--- config.mk ---
export PLATFORM = sky130hd
export DESIGN_NAME = dmem_req_issue
export DESIGN_NICKNAME = d
export VERILOG_FILES = /design/src/rtl/dmem_req_issue_pkg.sv /design/src/rtl/dmem_req_issue_ld_data_align.sv /design/src/rtl/dmem_req_issue.sv
export SDC_FILE = /design/constraint.sdc
export NUM_CORES = 1
export LEC_CHECK = 0
export CAP_MARGIN = 10
export CORE_UTILIZATION = 51
export DETAILED_ROUTE_END_ITERATION = 7
export PLACE_DENSITY = 0.87
export SYNTH_ARGS = -nofsm -noshare
export SYNTH_HDL_FRONTEND = slang
export SYNTH_SLANG_ARGS = --single-unit
--- constraint.sdc ---
create_clock -name clk -period 15.8 [get_ports clk]
set_clock_uncertainty 0.15 [all_clocks]
set_input_delay 3.16 -clock clk [delete_from_list [all_inputs] [get_ports clk]]
set_output_delay 3.16 -clock clk [all_outputs]
set_load 0.02 [all_outputs]
--- src/rtl/dmem_req_issue_pkg.sv ---
// Shared definitions for the data-memory request issue block.
//   - size encodings for the 2-bit access-size field
//   - issue FSM state enum
//   - helpers: size -> byte-mask, alignment check
package dmem_pkg;

    localparam logic [1:0] SZ_B = 2'b00;
    localparam logic [1:0] SZ_H = 2'b01;
    localparam logic [1:0] SZ_W = 2'b10;
    localparam logic [1:0] SZ_D = 2'b11;

    typedef enum logic [1:0] {
        ST_IDLE,
        ST_ISSUE,
        ST_WAIT_RESP,
        ST_DRAIN
    } state_e;

    // Byte mask for an access of the given size, aligned to lane 0.
    function automatic logic [7:0] size_mask(input logic [1:0] size);
        logic [7:0] m;
        case (size)
            SZ_B:    m = 8'h01;
            SZ_H:    m = 8'h03;
            SZ_W:    m = 8'h0F;
            default: m = 8'hFF;
        endcase
        return m;
    endfunction

    // True when the byte offset is not a multiple of the access size.
    function automatic logic is_misaligned(input logic [1:0] size,
                                           input logic [2:0] off);
        logic r;
        case (size)
            SZ_B:    r = 1'b0;
            SZ_H:    r = off[0];
            SZ_W:    r = |off[1:0];
            default: r = |off[2:0];
        endcase
        return r;
    endfunction

endpackage

--- src/rtl/dmem_req_issue_ld_data_align.sv ---
// Load data alignment / extension (purely combinational).
// Ports:
//   i_raw      raw 64-bit word returned by the data cache
//   i_off      byte offset of the access within the word
//   i_size     access size (SZ_B/H/W/D)
//   i_unsigned 1 = zero-extend, 0 = sign-extend
//   o_data     lane-0 justified, extended load value
module ld_data_align
    import dmem_pkg::*;
#(
    parameter int DATA_W = 64
) (
    input  logic [DATA_W-1:0] i_raw,
    input  logic [2:0]        i_off,
    input  logic [1:0]        i_size,
    input  logic              i_unsigned,
    output logic [DATA_W-1:0] o_data
);

    logic [DATA_W-1:0] w_shifted;

    assign w_shifted = i_raw >> {i_off, 3'b000};

    always_comb begin
        o_data = w_shifted;
        case (i_size)
            SZ_B: o_data = {{(DATA_W-8){~i_unsigned & w_shifted[7]}},   w_shifted[7:0]};
            SZ_H: o_data = {{(DATA_W-16){~i_unsigned & w_shifted[15]}}, w_shifted[15:0]};
            SZ_W: o_data = {{(DATA_W-32){~i_unsigned & w_shifted[31]}}, w_shifted[31:0]};
            default: o_data = w_shifted;
        endcase
    end

endmodule

--- src/rtl/dmem_req_issue.sv ---
// Data-memory request issue stage between the ld/st sequencing FSM and the
// L1 data cache. Captures a request on mem_req_valid_i, checks alignment,
// drives a valid/ready request, tracks the single outstanding load and
// returns aligned/extended data. Kills are honoured in every phase; a load
// killed after its request was accepted is drained (its response dropped).
// Ports:
//   clk, rst                 clock, async active-high reset
//   mem_req_valid_i ...      request from the ld/st FSM (sampled on the pulse)
//   kill_mem_op_i            flush the current memory op
//   dcache_req_*             request channel to the L1 data cache
//   dcache_resp_*            load response from the L1 data cache
//   ld_resp_valid_o/data_o   registered load completion pulse + data
//   st_done_o                registered store-accepted pulse
//   misaligned_o             registered misaligned-access pulse
//   busy_o                   high whenever the FSM is not idle
module dmem_req_issue
    import dmem_pkg::*;
#(
    parameter int PADDR_W = 40,
    parameter int DATA_W  = 64
) (
    input  logic               clk,
    input  logic               rst,
    input  logic               mem_req_valid_i,
    input  logic               is_store_i,
    input  logic               kill_mem_op_i,
    input  logic [PADDR_W-1:0] paddr_i,
    input  logic [1:0]         size_i,
    input  logic               unsigned_i,
    input  logic [DATA_W-1:0]  st_data_i,
    output logic               dcache_req_valid_o,
    input  logic               dcache_req_ready_i,
    output logic               dcache_we_o,
    output logic [PADDR_W-1:0] dcache_addr_o,
    output logic [DATA_W-1:0]  dcache_wdata_o,
    output logic [7:0]         dcache_be_o,
    input  logic               dcache_resp_valid_i,
    input  logic [DATA_W-1:0]  dcache_resp_data_i,
    output logic               ld_resp_valid_o,
    output logic [DATA_W-1:0]  ld_resp_data_o,
    output logic               st_done_o,
    output logic               misaligned_o,
    output logic               busy_o
);

    state_e             r_state;
    state_e             w_state_nxt;
    logic [PADDR_W-1:0] r_addr;
    logic               r_we;
    logic [DATA_W-1:0]  r_wdata;
    logic [7:0]         r_be;
    logic [2:0]         r_off;
    logic [1:0]         r_size;
    logic               r_unsigned;
    logic               r_ld_valid;
    logic [DATA_W-1:0]  r_ld_data;
    logic               r_st_done;
    logic               r_misaligned;

    logic               w_capture;
    logic               w_ld_pulse;
    logic               w_st_pulse;
    logic               w_mis_pulse;
    logic               w_hs;
    logic [DATA_W-1:0]  w_ld_fmt;

    ld_data_align #(.DATA_W(DATA_W)) u_align (
        .i_raw      (dcache_resp_data_i),
        .i_off      (r_off),
        .i_size     (r_size),
        .i_unsigned (r_unsigned),
        .o_data     (w_ld_fmt)
    );

    assign w_hs = (r_state == ST_ISSUE) && dcache_req_ready_i;

    always_comb begin
        w_state_nxt = r_state;
        w_capture   = 1'b0;
        w_ld_pulse  = 1'b0;
        w_st_pulse  = 1'b0;
        w_mis_pulse = 1'b0;
        case (r_state)
            ST_IDLE: begin
                if (mem_req_valid_i && !kill_mem_op_i) begin
                    if (is_misaligned(size_i, paddr_i[2:0])) begin
                        w_mis_pulse = 1'b1;
                    end else begin
                        w_capture   = 1'b1;
                        w_state_nxt = ST_ISSUE;
                    end
                end
            end
            ST_ISSUE: begin
                // A handshake wins over a kill: the request is already in the
                // cache, so a killed load must still consume its response.
                if (w_hs) begin
                    if (r_we) begin
                        w_st_pulse  = !kill_mem_op_i;
                        w_state_nxt = ST_IDLE;
                    end else begin
                        w_state_nxt = kill_mem_op_i ? ST_DRAIN : ST_WAIT_RESP;
                    end
                end else if (kill_mem_op_i) begin
                    w_state_nxt = ST_IDLE;
                end
            end
            ST_WAIT_RESP: begin
                if (dcache_resp_valid_i) begin
                    w_ld_pulse  = !kill_mem_op_i;
                    w_state_nxt = ST_IDLE;
                end else if (kill_mem_op_i) begin
                    w_state_nxt = ST_DRAIN;
                end
            end
            ST_DRAIN: begin
                if (dcache_resp_valid_i) begin
                    w_state_nxt = ST_IDLE;
                end
            end
            default: w_state_nxt = ST_IDLE;
        endcase
    end

    always_ff @(posedge clk or posedge rst) begin
        if (rst) begin
            r_state      <= ST_IDLE;
            r_addr       <= '0;
            r_we         <= 1'b0;
            r_wdata      <= '0;
            r_be         <= '0;
            r_off        <= '0;
            r_size       <= '0;
            r_unsigned   <= 1'b0;
            r_ld_valid   <= 1'b0;
            r_ld_data    <= '0;
            r_st_done    <= 1'b0;
            r_misaligned <= 1'b0;
        end else begin
            r_state      <= w_state_nxt;
            r_ld_valid   <= w_ld_pulse;
            r_st_done    <= w_st_pulse;
            r_misaligned <= w_mis_pulse;
            if (w_capture) begin
                r_addr     <= {paddr_i[PADDR_W-1:3], 3'b000};
                r_we       <= is_store_i;
                r_wdata    <= st_data_i << {paddr_i[2:0], 3'b000};
                r_be       <= size_mask(size_i) << paddr_i[2:0];
                r_off      <= paddr_i[2:0];
                r_size     <= size_i;
                r_unsigned <= unsigned_i;
            end
            if (w_ld_pulse) begin
                r_ld_data <= w_ld_fmt;
            end
        end
    end

    // Request fields are zero outside ISSUE so nothing stale is presented.
    assign dcache_req_valid_o = (r_state == ST_ISSUE);
    assign dcache_we_o        = dcache_req_valid_o & r_we;
    assign dcache_addr_o      = dcache_req_valid_o ? r_addr  : '0;
    assign dcache_wdata_o     = dcache_req_valid_o ? r_wdata : '0;
    assign dcache_be_o        = dcache_req_valid_o ? r_be    : '0;
    assign ld_resp_valid_o    = r_ld_valid;
    assign ld_resp_data_o     = r_ld_data;
    assign st_done_o          = r_st_done;
    assign misaligned_o       = r_misaligned;
    assign busy_o             = (r_state != ST_IDLE);

endmodule

==> impl_metrics.yaml, run 1 <==
worst_setup_path:
  cp.required_ps: 12490
  cpPeakStageDelay_ps: 640
  reg2reg_from: "r_off[1]"
  path_cells: "nand2b_1 -> inv_2 -> buf_4 -> and2_1 -> clkdlybuf4s50_1"
  critPathSlowestCell: "clkdlybuf4s50_1"
  r2r_cells: 6
  worstReg2RegEnd: "ld_resp_data_o[34]"
  worstPathMaxFanout: 83
  critPathBufInv: 3
  path_class: "flip-flop to output port"
  cp_top_family: "buffers and inverters"
  crit_start: "r_state[1]"
  start_kind: "flip-flop"
  rrSetupSlack_ps: 12200
  cp-end-kind: "output port"
  crit_arrival_ps: 3020
clock_network:
  cts_resized: 0
  htree_num_levels: 4
  clock_latency_ps: 430
  cts_setup_buffers: 0
  cts_tree: "built"
  clockRootBuffer: "clkbuf_16"
  cts_hold_buf: 0
  cts_buffers: 17
  cts_buffer_depth: 2
  cts_sinks: 185
  clk_pin_slew_ps: 70
routing:
  ant_nets: 0
  drtIter0Drc: 843
  detail_route.wl_per_cell_um: 21.33
  viasPerCell: 5.966
  wl_um: 38530
  first_pass_iters: 5
  vias: 10775
  drc: 0
synth:
  synth_mux_area_frac: 0.1757
  ys_ff_latch: 185
  synth_compound_area_frac: 0.1496
  syn_area_per_cell_um2: 9.251
  synth-async-reset-ratio: 1.000
  netlist_area_um2: 11390
  yosys.area_share.adder: 0
  yosys.area_share.xor_xnor: 0
  ys_seq_area_frac: 0.4065
  synth-edff-count: 0
  synth_top_family_by_area: "simple AND/OR/NAND/NOR gates"
  ys_types: 55
  synthFlopType: "dfrtp_1"
  synthCells: 1231
  synth_simple_gate_area_frac: 0.2197
  yosysWarnings: 0
finish:
  nNetsFinal: 1690
  area_delta_synth_final_pct: 35.95
  drive_gt1_frac: 0.09121
  layout_common_cells: "clkdlybuf4s50_1 (353), nand2_1 (243), dfrtp_1 (183), nor2_1 (130), and2_1 (111)"
  fillers: 1701
  layout_commonest_cell: "clkdlybuf4s50_1"
placed_design:
  place_congestion: 0.9673
  port_buffers: 356
  pre_cts_ws_ps: 9494
  place_hpwl_um: 27550
outcome:
  status: "finished clean"
global_routing:
  grt_antenna_before_repair: 2
  grt_max_degree: 104
  grt_pass1_wl_um: 57470
  overflow: 0
  grt_pass1_vias: 10278
  grt_util_all_layers: 0.3370
min_path:
  hold_start: "r_wdata[14]"
  worstHoldPathType: "flip-flop to flip-flop"
  worstHoldPathCells: 2
  holdPathEnd: "r_wdata[14]"
die:
  floorplan.initialDensity: 0.5202
  die_area_um2: 22930
  die_y_um: 151.4
  die-width_um: 151.4
  num_rows: 54
  coreArea_um2: 21890
  io_pins: 360
sta:
  layout_setup_ws_ps: 9473
  period_minus_slack_ps: 6327
  hold_viol: 0
  worstMarginPinSlew_ps: 1121
  slew_viol_final: 0
  fin_crit_sh: 0.4005
  rsz0062_at_grt: "false"
  setup_violations: 0
  slew_headroom: 0.2509
  tns_ps: 0
  timing.fmax_ghz: 0.1580
pwr:
  vdd_drop_max_mv: 0.08118
  pwr_density_cell_nw_per_um2: 171.6
  p_total_mw: 2.657
  p_leak_nw: 6.526
run:
  maxCapViolations: 0
-- synth_stat cells (9+ instances only) --
cell type  count  area share
a21o_1        11      0.0073
and2_1       111       0.061
dfrtp_1      185        0.41
nand2_1      243       0.080
a211oi_1       9      0.0059
a221oi_1      16       0.012
o211ai_1      10      0.0066
nor2_1       130       0.043
o31ai_1       17       0.011
mux2i_1       75       0.066
mux4_2        44       0.087
o21ai_0       38       0.017
a31oi_1       26       0.014
o22a_1        23       0.018
o21a_1        10      0.0066
clkbuf_1      52       0.017
a21oi_4       10       0.014
buf_2         38       0.017
mux2_2        23       0.023
nand2b_1      15      0.0082
nand3_1       21      0.0092
a21oi_1       54       0.024
-- layout make-up --
type | count | area, um^2 | share of cell area
multi-input combinational | 933 | 6222 | 0.4019
sequential | 185 | 4632 | 0.2992
timing repair buffer | 369 | 3649 | 0.2357
clock buffer | 20 | 456.7 | 0.02950
tap | 280 | 350.3 | 0.02263
clock inverter | 11 | 137.6 | 0.008890
inverter | 6 | 30.03 | 0.001940
antenna | 2 | 5.005 | 0.0003233
-- metal layers --
metal  vias to the layer above  wire, um  global-route usage
met2                       602     18330              0.5447
met1                      5228     14510              0.4213
met3                       100      3912             0.08253
met4                         0      1781              0.1650
li1                       4845         -                   -
met5                         -         0                   0
-- metrics by stage --
stage	cells	util	area (um^2)	hold slack [ps]
detailed placement	1773	0.6799	14880	301.1
global route	1805	0.7071	15480	335.4
finish	1806	0.7072	15480	316.7
CTS	1804	0.7070	15480	317.8
floorplan	1233	-	11400	280.4
global placement	1773	0.6799	14880	294.0
-- cell families after synthesis --
family / after synthesis
buffers and inverters: 115
flip-flops: 185
multiplexers: 142
other: 1
AO/OA/AOI/OAI: 241
AND/OR/NAND/NOR: 547
-- worst register-to-register path, delay by kind of cell (launching register included) --
| family | cells | cell delay [ps] |
|---|---|---|
| and+or+nand+nor | 3 | 1020 |
| DFF | 1 | 860 |
| AOI/OAI and AO/OA | 1 | 420 |
| buffers and inverters | 1 | 580 |
| muxes | 1 | 450 |
-- power breakdown --
part | total, mW | internal [mW] | switching, mW
Clock | 0.442 | 0.244 | 0.198
Combinational | 1.37 | 0.620 | 0.748
Sequential | 0.848 | 0.687 | 0.161
Total | 2.66 | 1.55 | 1.11
-- flip-flops by register name, summed over array words and instances, names as in the netlist --
register / count
ld_resp_data_o: 64
ld_resp_valid_o: 1
misaligned_o: 1
r_addr: 37
r_be: 8
r_off: 3
r_size: 2
r_state: 2
r_unsigned: 1
r_wdata: 64
r_we: 1
st_done_o: 1
-- worst max path at each step --
stage / to / slack, ps / depth (start not counted)
3_3_place_gp: r_be[6] / 9580 / 9
3_5_place_dp: r_be[6] / 9490 / 9
5_1_grt: dcache_wdata_o[45] / 9290 / 5
4_1_cts: dcache_wdata_o[45] / 9460 / 5
6_report: dcache_wdata_o[45] / 9470 / 5
2_1_floorplan: ld_resp_data_o[0] / 7460 / 1
Note: power is estimated with default switching activity, not from simulation.
==> inputs of run 2 (changes only) <==
Settings changed: CORE_UTILIZATION 51 to 48, PLACE_DENSITY 0.87 to 0.82.
Clock period 15.8 ns to 5.85 ns, I/O delays scaled along.
==> impl_metrics.yaml, run 2 (synthesis gave the netlist of run 1 again) <==
sta:
  slew_headroom: 0.2779
  timing.fmax_ghz: 0.2331
  worstMarginPinSlew_ps: 1081
  tns_ps: 0
  hold_viol: 0
  period_minus_slack_ps: 4291
  fin_crit_sh: 0.7334
  rsz0062_at_grt: "false"
  setup_violations: 0
  slew_viol_final: 0
clock_network:
  cts_setup_buffers: 0
  cts_hold_buf: 0
  cts_resized: 0
  clk_pin_slew_ps: 70
  htree_num_levels: 4
  clockRootBuffer: "clkbuf_16"
  cts_buffers: 17
  cts_buffer_depth: 2
  clock_latency_ps: 430
  cts_sinks: 185
  cts_tree: "built"
placed_design:
  place_hpwl_um: 27780
  port_buffers: 356
  placed_cell_area_um2: 14940
  place_congestion: 0.9449
pwr:
  pwr_density_cell_nw_per_um2: 457.1
  p_leak_nw: 6.531
  p_sw_mw: 3.001
  p_clk_frac: 0.161
  power_frac_comb: 0.516
  seqPwrFrac: 0.323
  swShare: 0.4228
  p_int_mw: 4.098
  vdd_drop_max_mv: 0.2430
global_routing:
  grt_antenna_before_repair: 2
  grt_max_degree: 160
  overflow: 0
  grt_util_all_layers: 0.3251
  grt_pass1_vias: 10628
  grt_pass1_wl_um: 60410
worst_setup_path:
  start_kind: "flip-flop"
  crit_arrival_ps: 2970
  cp.required_ps: 4530
  cpPeakStageDelay_ps: 660
  path_cells: "nand2b_1 -> inv_2 -> buf_4 -> and2_1 -> clkdlybuf4s50_1"
  critPathBufInv: 3
  path_class: "flip-flop to output port"
  worstPathMaxFanout: 85
  critPathSlowestCell: "buf_4"
  cp_top_family: "buffers and inverters"
  cp-end-kind: "output port"
  rrSetupSlack_ps: 2550
routing:
  detail_route.wl_per_cell_um: 21.09
  drc: 0
  ant_nets: 0
  wl_um: 38830
  top_signal_layer_used: "met4"
  vias: 10752
  wl_met3_um: 3632
  drtIter0Drc: 940
  viasPerCell: 5.840
  m1WireLength_um: 15150
  route.met2.wl_um: 18670
  first_pass_iters: 6
outcome:
  status: "finished clean"
finish:
  final_cell_area_um2: 15530
  drive_gt1_frac: 0.09305
  nNetsFinal: 1691
  layout_common_cells: "clkdlybuf4s50_1 (353), nand2_1 (243), dfrtp_1 (183), nor2_1 (130), and2_1 (111)"
  layout_commonest_cell: "clkdlybuf4s50_1"
  area_delta_synth_final_pct: 36.37
die:
  die_area_um2: 24350
  io_pins: 360
  die-width_um: 156.0
  floorplan.initialDensity: 0.4955
  num_rows: 55
  coreArea_um2: 22980
  die_y_um: 156.0
min_path:
  worstHoldPathType: "flip-flop to flip-flop"
run:
  maxCapViolations: 0
## run 2: cell types whose count changed in the layout (fill, tap and decap cells not counted), sizes merged
cell | previous run | this run
buf | 16 | 17
bufinv | 2 | 0
clkbuf | 20 | 17
clkinv | 5 | 9
clkinvlp | 3 | 2
inv | 7 | 10
## run 2: worst paths after layout
| check | start | to | cells past startpoint |
|---|---|---|---|
| worst max-delay path | r_state[1] | dcache_wdata_o[47] | 5 |
| worst min-delay path | r_wdata[11] | r_wdata[11] | 2 |
| worst max register to register | r_off[1] | ld_resp_data_o[42] | 6 |
| worst min register to register | r_wdata[11] | r_wdata[11] | 2 |
| max in group asynchronous | rst | ld_resp_data_o[11] | 3 |
| min in group asynchronous | rst | r_wdata[45] | 2 |
## run 2: final cells by class
cell class                 count  area (um^2)
antenna                        2        5.005
timing repair buffer         370         3669
tap                          313        391.6
multi-input combinational    933         6222
fill                        1872         7455
clock inverter                15        158.9
inverter                       6        26.28
sequential                   185         4632
clock buffer                  17        425.4
## run 2: metrics by stage
stage / setup WS, ps / utilization / total power, mW / hold WS (ps) / cells
6_report: 1559 / 0.6757 / 7.099 / 311.6 / 1841
5_1_grt: 1397 / 0.6754 / 7.497 / 336.1 / 1839
4_1_cts: 1582 / 0.6754 / 7.102 / 313.9 / 1839
3_5_place_dp: 1720 / 0.6500 / 5.945 / 297.5 / 1807
3_3_place_gp: 1819 / 0.6500 / 5.871 / 291.7 / 1807
2_1_floorplan: 2151 / - / 4.565 / 280.4 / 1233
## run 2: worst register-to-register path: stages, from the launching register on
cell	delay [ps]
dfrtp_2	780
buf_4	600
mux2i_1	340
a22oi_2	90
nand4_1	250
nand3_1	580
o22a_1	400
## run 2: routing by layer
layer	up-vias	global-route usage
met4	0	0.1298
li1	4858	-
met2	572	0.5274
met5	-	0
met3	86	0.08694
met1	5236	0.4130
## run 2: power by group through the flow
stage / logic, mW / registers, mW / clock network (mW)
2_1_floorplan: 2.17 / 2.39 / 0
3_3_place_gp: 3.58 / 2.29 / 0
3_5_place_dp: 3.64 / 2.30 / 0
4_1_cts: 3.66 / 2.28 / 1.16
5_1_grt: 3.93 / 2.36 / 1.21
6_report: 3.66 / 2.29 / 1.15
==> inputs of run 3 (changes only) <==
Clock period 5.85 ns to 4.29 ns, I/O delays scaled along.
==> impl_metrics.yaml, run 3 (synthesis gave the netlist of run 1 again) <==
clock_network:
  cts_buffer_depth: 2
  clockRootBuffer: "clkbuf_16"
  cts_sinks: 185
  cts_tree: "built"
  cts_buffers: 17
  cts_hold_buf: 0
  htree_num_levels: 4
  cts_resized: 0
  clk_pin_slew_ps: 70
  clock_latency_ps: 430
  cts_setup_buffers: 0
worst_setup_path:
  crit_arrival_ps: 2640
  rrSetupSlack_ps: 1340
  path_class: "flip-flop to output port"
  cp-end-kind: "output port"
  worstReg2RegEnd: "ld_resp_data_o[40]"
  reg2reg_from: "r_off[2]"
  path_cells: "nand2b_1 -> inv_2 -> buf_4 -> and2_1 -> clkdlybuf4s50_1"
  r2r_cells: 5
  critPathSlowestCell: "clkdlybuf4s50_1"
  worstPathMaxFanout: 27
  critPathBufInv: 3
  start_kind: "flip-flop"
  cp_top_family: "buffers and inverters"
  cp.required_ps: 3280
  cpPeakStageDelay_ps: 630
min_path:
  worstHoldPathType: "flip-flop to flip-flop"
  hold_start: "r_wdata[12]"
  holdPathEnd: "r_wdata[12]"
  worstHoldPathCells: 2
finish:
  post-route-util: 0.6812
  drive_gt1_frac: 0.09896
  instances_no_fill: 1852
  nNetsFinal: 1701
  layout_commonest_cell: "clkdlybuf4s50_1"
  area_delta_synth_final_pct: 37.48
  fillers: 1833
  multi_input_area_um2: 6222
  layout.area.seq_um2: 4632
  layout_common_cells: "clkdlybuf4s50_1 (353), nand2_1 (243), dfrtp_1 (183), nor2_1 (130), and2_1 (111)"
  final_cell_area_um2: 15660
sta:
  tns_ps: 0
  slew_headroom: 0.2857
  period_minus_slack_ps: 3646
  worstMarginPinSlew_ps: 1069
  timing.fmax_ghz: 0.2743
  rsz0062_at_grt: "false"
  setup_violations: 0
  slew_viol_final: 0
  fin_crit_sh: 0.8498
  hold_viol: 0
routing:
  vias: 10960
  ant_nets: 0
  detail_route.wl_per_cell_um: 21.42
  drc: 0
  drtIter0Drc: 886
  first_pass_iters: 8
  wl_um: 39670
  viasPerCell: 5.918
die:
  die_area_um2: 24350
  floorplan.initialDensity: 0.4955
  die_y_um: 156.0
  coreArea_um2: 22980
  num_rows: 55
  io_pins: 360
  die-width_um: 156.0
run:
  maxCapViolations: 0
pwr:
  p_leak_nw: 6.597
  pwr_density_cell_nw_per_um2: 625.8
  vdd_drop_max_mv: 0.3804
  p_total_mw: 9.797
outcome:
  status: "finished clean"
global_routing:
  grt_max_degree: 85
  overflow: 0
  grt_pass1_wl_um: 60520
  grt_antenna_before_repair: 3
  grt_pass1_vias: 10726
  grt_util_all_layers: 0.3268
placed_design:
  place_inst: 1817
  placed_cell_area_um2: 15050
  place_congestion: 1.021
  port_buffers: 356
  place_hpwl_um: 28780
run 3: through the flow:
step                setup slack (ps)  hold slack [ps]
floorplan                      903.5            280.4
global placement               939.9            294.3
detailed placement             802.5            299.3
CTS                            643.9            315.4
global route                   544.4            342.1
finish                         644.3            312.9
run 3: worst max-delay path by stage:
| stage | startpoint | end | slack, ps | cells after the start |
|---|---|---|---|---|
| 5_1_grt | r_state[1] | dcache_be_o[6] | 540 | 5 |
| 4_1_cts | r_state[1] | dcache_wdata_o[45] | 640 | 5 |
| 6_report | r_state[1] | dcache_wdata_o[45] | 640 | 5 |
| 2_1_floorplan | rst | ld_resp_data_o[0] | 900 | 1 |
| 3_5_place_dp | size_i[1] | r_wdata[5] | 800 | 7 |
| 3_3_place_gp | size_i[1] | r_wdata[10] | 940 | 7 |
run 3: worst reg2reg max path, delay by kind of cell, from the launching register on:
family / cells / cell delay [ps]
AOI/OAI and AO/OA: 2 / 590
DFF: 1 / 700
and+or+nand+nor: 3 / 1460
run 3: routing by layer:
layer / track usage / share of wire / up-vias
met5: 0 / 0 / -
met4: 0.1303 / 0.035 / 0
met3: 0.07306 / 0.090 / 93
met2: 0.5370 / 0.49 / 625
met1: 0.4185 / 0.39 / 5367
li1: - / - / 4875
run 3: power by group:
| group | leakage, nW | internal (mW) | switching (mW) |
|---|---|---|---|
| registers | 2.29 | 2.53 | 0.638 |
| clock network | 0.286 | 0.843 | 0.761 |
| logic | 4.02 | 2.31 | 2.71 |
| total | 6.60 | 5.68 | 4.11 |
run 3: area by class of cell:
class | count | area share
clock inverter | 14 | 0.009990
multi-input combinational | 933 | 0.3974
tap | 313 | 0.02501
antenna | 3 | 0.0004795
clock buffer | 18 | 0.02805
sequential | 185 | 0.2959
timing repair buffer | 380 | 0.2415
inverter | 6 | 0.001678
